<file path="src/rtl/seq_counter_pkg.sv">
// ============================================================================
// seq_counter_pkg : shared types and helpers for the programmable sequence counter
// Rev 1.0
// ============================================================================
`default_nettype none

package seq_counter_pkg;

    typedef enum logic {
        DIR_FWD = 1'b0,
        DIR_BWD = 1'b1
    } dir_e;

    typedef enum logic {
        MODE_WRAP    = 1'b0,
        MODE_ONESHOT = 1'b1
    } mode_e;

    // Power-on table contents: entry i holds i modulo 2^width.
    function automatic int unsigned reset_entry(input int unsigned index,
                                                input int unsigned width);
        return index % (32'd1 << width);
    endfunction

endpackage

`default_nettype wire

</file>
<file path="src/rtl/seq_table.sv">
// ============================================================================
// seq_table : DEPTH x WIDTH register file, async reset to index pattern,
//             synchronous write port, combinational read port
// Rev 1.0
// ============================================================================
`default_nettype none

module seq_table
    import seq_counter_pkg::*;
#(
    parameter int WIDTH = 3,
    parameter int DEPTH = 8,
    parameter int IDX_W = $clog2(DEPTH)
) (
    input  logic             clk,
    input  logic             rst,
    input  logic             wr_en,
    input  logic [IDX_W-1:0] wr_addr,
    input  logic [WIDTH-1:0] wr_data,
    input  logic [IDX_W-1:0] rd_addr,
    output logic [WIDTH-1:0] rd_data
);

    localparam logic [IDX_W:0] c_depth = (IDX_W + 1)'(DEPTH);

    logic [WIDTH-1:0] r_mem [DEPTH];
    logic             w_wr_ok;
    logic             w_rd_ok;

    assign w_wr_ok = ({1'b0, wr_addr} < c_depth);
    assign w_rd_ok = ({1'b0, rd_addr} < c_depth);

    always_ff @(posedge clk or posedge rst) begin
        if (rst) begin
            for (int unsigned i = 0; i < DEPTH; i++) begin
                r_mem[i] <= WIDTH'(reset_entry(i, WIDTH));
            end
        end else if (wr_en && w_wr_ok) begin
            r_mem[wr_addr] <= wr_data;
        end
    end

    // Out-of-range addresses only occur for non-power-of-2 depths; read as zero.
    assign rd_data = w_rd_ok ? r_mem[rd_addr] : '0;

endmodule

`default_nettype wire

</file>
<file path="src/rtl/seq_counter_prog.sv">
// ============================================================================
// seq_counter_prog : programmable sequence counter stepping an index through a
//                    runtime-writable table, with direction, wrap/one-shot mode
// Rev 1.0
// ============================================================================
`default_nettype none

module seq_counter_prog
    import seq_counter_pkg::*;
#(
    parameter int WIDTH = 3,
    parameter int DEPTH = 8,
    parameter int IDX_W = $clog2(DEPTH)
) (
    input  logic             clk,
    input  logic             rst,
    input  logic             en,
    input  logic             dir,
    input  logic             mode,
    input  logic             load,
    input  logic [IDX_W-1:0] load_idx,
    input  logic             wr_en,
    input  logic [IDX_W-1:0] wr_addr,
    input  logic [WIDTH-1:0] wr_data,
    output logic [WIDTH-1:0] count,
    output logic [IDX_W-1:0] idx,
    output logic             wrap,
    output logic             done
);

    localparam logic [IDX_W-1:0] c_last_idx = IDX_W'(DEPTH - 1);
    localparam logic [IDX_W-1:0] c_one      = IDX_W'(1);
    localparam logic [IDX_W:0]   c_depth    = (IDX_W + 1)'(DEPTH);

    logic [IDX_W-1:0] r_idx;
    logic [WIDTH-1:0] r_count;
    logic             r_wrap;
    logic             r_done;

    logic [IDX_W-1:0] w_idx_next;
    logic             w_wrap_next;
    logic             w_done_next;
    logic [WIDTH-1:0] w_count_next;
    logic [WIDTH-1:0] w_tab_data;
    logic             w_load_ok;
    dir_e             w_dir;
    mode_e            w_mode;

    assign w_dir     = dir_e'(dir);
    assign w_mode    = mode_e'(mode);
    assign w_load_ok = ({1'b0, load_idx} < c_depth);

    seq_table #(
        .WIDTH (WIDTH),
        .DEPTH (DEPTH),
        .IDX_W (IDX_W)
    ) u_table (
        .clk     (clk),
        .rst     (rst),
        .wr_en   (wr_en),
        .wr_addr (wr_addr),
        .wr_data (wr_data),
        .rd_addr (w_idx_next),
        .rd_data (w_tab_data)
    );

    // Terminal detection compares against the end points explicitly so that
    // non-power-of-2 depths never rely on natural index overflow.
    always_comb begin
        w_idx_next  = r_idx;
        w_wrap_next = 1'b0;
        w_done_next = r_done;
        if (w_mode == MODE_WRAP) begin
            w_done_next = 1'b0;
        end
        if (load) begin
            w_idx_next  = w_load_ok ? load_idx : '0;
            w_done_next = 1'b0;
        end else if (en && !r_done) begin
            if (w_dir == DIR_FWD) begin
                if (r_idx == c_last_idx) begin
                    if (w_mode == MODE_WRAP) begin
                        w_idx_next  = '0;
                        w_wrap_next = 1'b1;
                    end else begin
                        w_done_next = 1'b1;
                    end
                end else begin
                    w_idx_next = r_idx + c_one;
                end
            end else begin
                if (r_idx == '0) begin
                    if (w_mode == MODE_WRAP) begin
                        w_idx_next  = c_last_idx;
                        w_wrap_next = 1'b1;
                    end else begin
                        w_done_next = 1'b1;
                    end
                end else begin
                    w_idx_next = r_idx - c_one;
                end
            end
        end
    end

    // Bypass a same-edge write to the entry being entered or held.
    assign w_count_next = (wr_en && (wr_addr == w_idx_next)) ? wr_data : w_tab_data;

    always_ff @(posedge clk or posedge rst) begin
        if (rst) begin
            r_idx   <= '0;
            r_count <= '0;
            r_wrap  <= 1'b0;
            r_done  <= 1'b0;
        end else begin
            r_idx   <= w_idx_next;
            r_count <= w_count_next;
            r_wrap  <= w_wrap_next;
            r_done  <= w_done_next;
        end
    end

    assign count = r_count;
    assign idx   = r_idx;
    assign wrap  = r_wrap;
    assign done  = r_done;

endmodule

`default_nettype wire

</file>
<file path="config.mk">
export PLATFORM = sky130hd
export DESIGN_NAME = seq_counter_prog
export DESIGN_NICKNAME = d
export VERILOG_FILES = /design/src/rtl/seq_counter_pkg.sv /design/src/rtl/seq_table.sv /design/src/rtl/seq_counter_prog.sv
export SDC_FILE = /design/constraint.sdc
export NUM_CORES = 1
export LEC_CHECK = 0
export BUFFER_PORTS_ARGS = -buffer_cell sky130_fd_sc_hd__buf_2
export CAP_MARGIN = 20
export CORE_UTILIZATION = 55
export DETAILED_ROUTE_END_ITERATION = 6
export PLACE_DENSITY = 0.77
export SKIP_LAST_GASP = 1
export SLEW_MARGIN = 20
export SYNTH_ARGS = -nofsm -noshare
export SYNTH_HDL_FRONTEND = slang
export SYNTH_HIERARCHICAL = 1
export SYNTH_SLANG_ARGS = --single-unit
</file>
<file path="constraint.sdc">
create_clock -name clk -period 7.9 [get_ports clk]
set_input_delay 1.975 -clock clk [delete_from_list [all_inputs] [get_ports clk]]
set_output_delay 1.975 -clock clk [all_outputs]
set_load 0.05 [all_outputs]
</file>
==> reports/qor.yml <==
run_status:
  status: "completed"
worst_setup_path:
  cp-startpoint: "mode"
  ff2ff_setup_slack_ns: 4.63
  end_kind: "flip-flop"
  crit_path_max_fanout: 8
  r2r-start: "idx[0]"
  cp.arrival_ns: 4.40
  worst_r2r_endpoint: "count[1]"
  critical_path_class: "primary input to flip-flop"
  rr_worst_depth: 8
  start_kind: "primary input"
  cp_data_required_time_ns: 8.10
  critical_path.endpoint: "count[1]"
route:
  wl_per_cell_um: 17.8
  routed_wl_mm: 3.64
  via_count: 1237
  drcViolationCount: 0
  firstDrtPassIters: 4
  drt_iter0_drc: 64
  viasPerCell: 6.06
  ant_nets: 0
synth:
  syn_inst: 133
  ys_types: 40
  ys_seq_area_share_pct: 44.6
  synth_area_um2: 1830
  synth-seq-cells: 32
  synth_warnings: 6
  avgSynthCellArea_um2: 13.8
  synth_top_cells_by_area: "dfrtp_1, dfstp_2, mux2_2, mux4_1, mux2_1"
  synth_edf_count: 0
  ys_async_sr_fraction_pct: 100
  yosys.area.top_type_share_pct: 27.4
  synth_top_cell_by_area: "dfrtp_1"
  syn_nets: 153
  ys.flop_type: "dfrtp_1"
min_path:
  worstHoldStart: "u_table/r_mem[9]"
  min_path_type: "flip-flop to flip-flop"
sta:
  finalHoldViolCount: 0
  min_period_ns: 4.21
  min_period_over_period_pct: 53.3
  fmax_mhz: 238
  skew_ns: 0.00516
  setup_violations: 0
  grt_setup_unrepaired: "false"
  slew_headroom_pct: 37.1
  drv_slew: 0
  tightest_slew_ns: 0.940
  timing.setup.tns_ns: 0
floorplan:
  start_util_pct: 59.0
  dieHeight_um: 59.7
  ios: 24
  die_x_um: 59.7
  placement_rows: 20
  core-area_um2: 3100
  dieArea_um2: 3560
placed_design:
  place_area_um2: 1960
  gp_congestion: 0.868
  dp_hpwl_mm: 2.76
  numPortBuffers: 23
clock_tree:
  cts.path.max_buffers: 2
  cts_made_buffers: 5
  cts_sinks: 32
  cts_tree: "done"
  cts_hold_buf: 0
  cts_resized: 0
  insertion_delay_ns: 0.31
  clk_pin_slew_ns: 0.09
  htreeDepth: 2
  post_cts_buffers: 0
  root_buffer: "clkbuf_4"
grt:
  antenna_found_initial: 0
  gr-usage-all-layers_pct: 23.8
  grt_pass1_wl_mm: 6.02
  grt_pass1_vias: 1236
  overflow: 0
  grt_max_degree: 25
flow_run:
  cap_violations: 0
final_layout:
  final_util_pct: 65.8
  drive_above_1_share_pct: 45.0
  final_area_um2: 2040
  areaGrowthSynthToFinish_pct: 11.6
  antennaDiodeCount: 0
  final_nets: 179
  fill_cells: 261
power_and_ir_drop:
  p_leak_nw: 0.875
  power_density_nw_per_um2: 247
  vdd_drop_max_v: 0.0000993
[cell usage after synthesis, types with 2 or more instances]
library cell / count
a21oi_1: 2
and4bb_1: 3
buf_6: 2
dfrtp_1: 20
dfstp_2: 12
ha_1: 4
inv_1: 5
mux2_1: 8
mux2_2: 22
mux4_1: 6
nand2_1: 3
nand2b_1: 2
nand3b_1: 2
nand4_1: 2
nand4b_1: 5
nor2_1: 5
nor2b_1: 6
xor2_1: 2
[metrics by stage]
stage	cells	hold slack (ns)	setup slack (ns)	total power, mW
floorplan	133	0.449	3.99	0.351
global placement	196	0.462	3.52	0.381
detailed placement	196	0.486	3.43	0.389
CTS	204	0.509	3.75	0.510
global route	204	0.538	3.60	0.533
finish	204	0.506	3.69	0.505
[placed cells by master (no fill, tap or decap), types with 2 or more instances in the layout]
master     n
clkbuf_4   5
nand2b_1   2
nand2_1    3
a21oi_1    2
mux2_1     8
nand4b_1   5
nand4_1    2
mux4_1     6
nor2b_1    6
nor2_1     5
and4bb_1   3
dfstp_2   12
ha_1       4
xor2_1     2
buf_2     23
mux2_2    22
inv_1      5
nand3b_1   2
dfrtp_1   20
[flip-flops by register name, summed over array words and instances (netlist names)]
signal / cells
count: 3
wrap: 1
idx: 3
done: 1
u_table/r_mem: 24
[cell type report]
class | instances | area [um2] | area share [%]
multi-input combinational | 92 | 960 | 47.0
sequential | 32 | 816 | 40.0
timing repair buffer | 23 | 115 | 5.64
tap | 44 | 55.1 | 2.70
clock buffer | 6 | 41.3 | 2.02
clock inverter | 2 | 35.0 | 1.72
inverter | 5 | 18.8 | 0.920
[worst min-delay path by stage]
| stage | endpoint | depth (start not counted) |
|---|---|---|
| detailed placement | u_table/r_mem[9] | 1 |
| CTS | u_table/r_mem[9] | 1 |
| floorplan | u_table/r_mem[10] | 1 |
| finish | u_table/r_mem[9] | 1 |
| global route | u_table/r_mem[10] | 1 |
| global placement | u_table/r_mem[9] | 1 |
[kinds of logic after synthesis]
kind of cell / share of synthesized area [%]
multiplexers: 27.9
AND/OR/NAND/NOR: 13.8
flip-flops: 44.6
AO/OA/AOI/OAI: 7.05
buffers and inverters: 2.94
adder cells (fa/ha/maj): 2.74
XOR/XNOR: 0.958
[metal layers]
metal	routed length, um	track usage (%)	share of wire (%)
met1	1600	31.7	44
met5	0	0	0
met4	36	8.97	0.99
met3	197	5.84	5.4
met2	1810	37.6	50
[where the power goes]
group / internal, mW / switching (mW) / leakage (nW) / total [mW]
logic: 0.0698 / 0.0854 / 0.465 / 0.155
registers: 0.210 / 0.0217 / 0.369 / 0.231
clock network: 0.0663 / 0.0516 / 0.0422 / 0.118
total: 0.346 / 0.159 / 0.875 / 0.505
[critical path: stages]
cell and delay [ns]:
buf_2 0.14, nor2b_1 0.13, o311ai_0 0.17, a31oi_1 0.76, mux4_1 0.66, mux2_2 0.27, mux2_1 0.28
(Power assumes the default switching activity.)
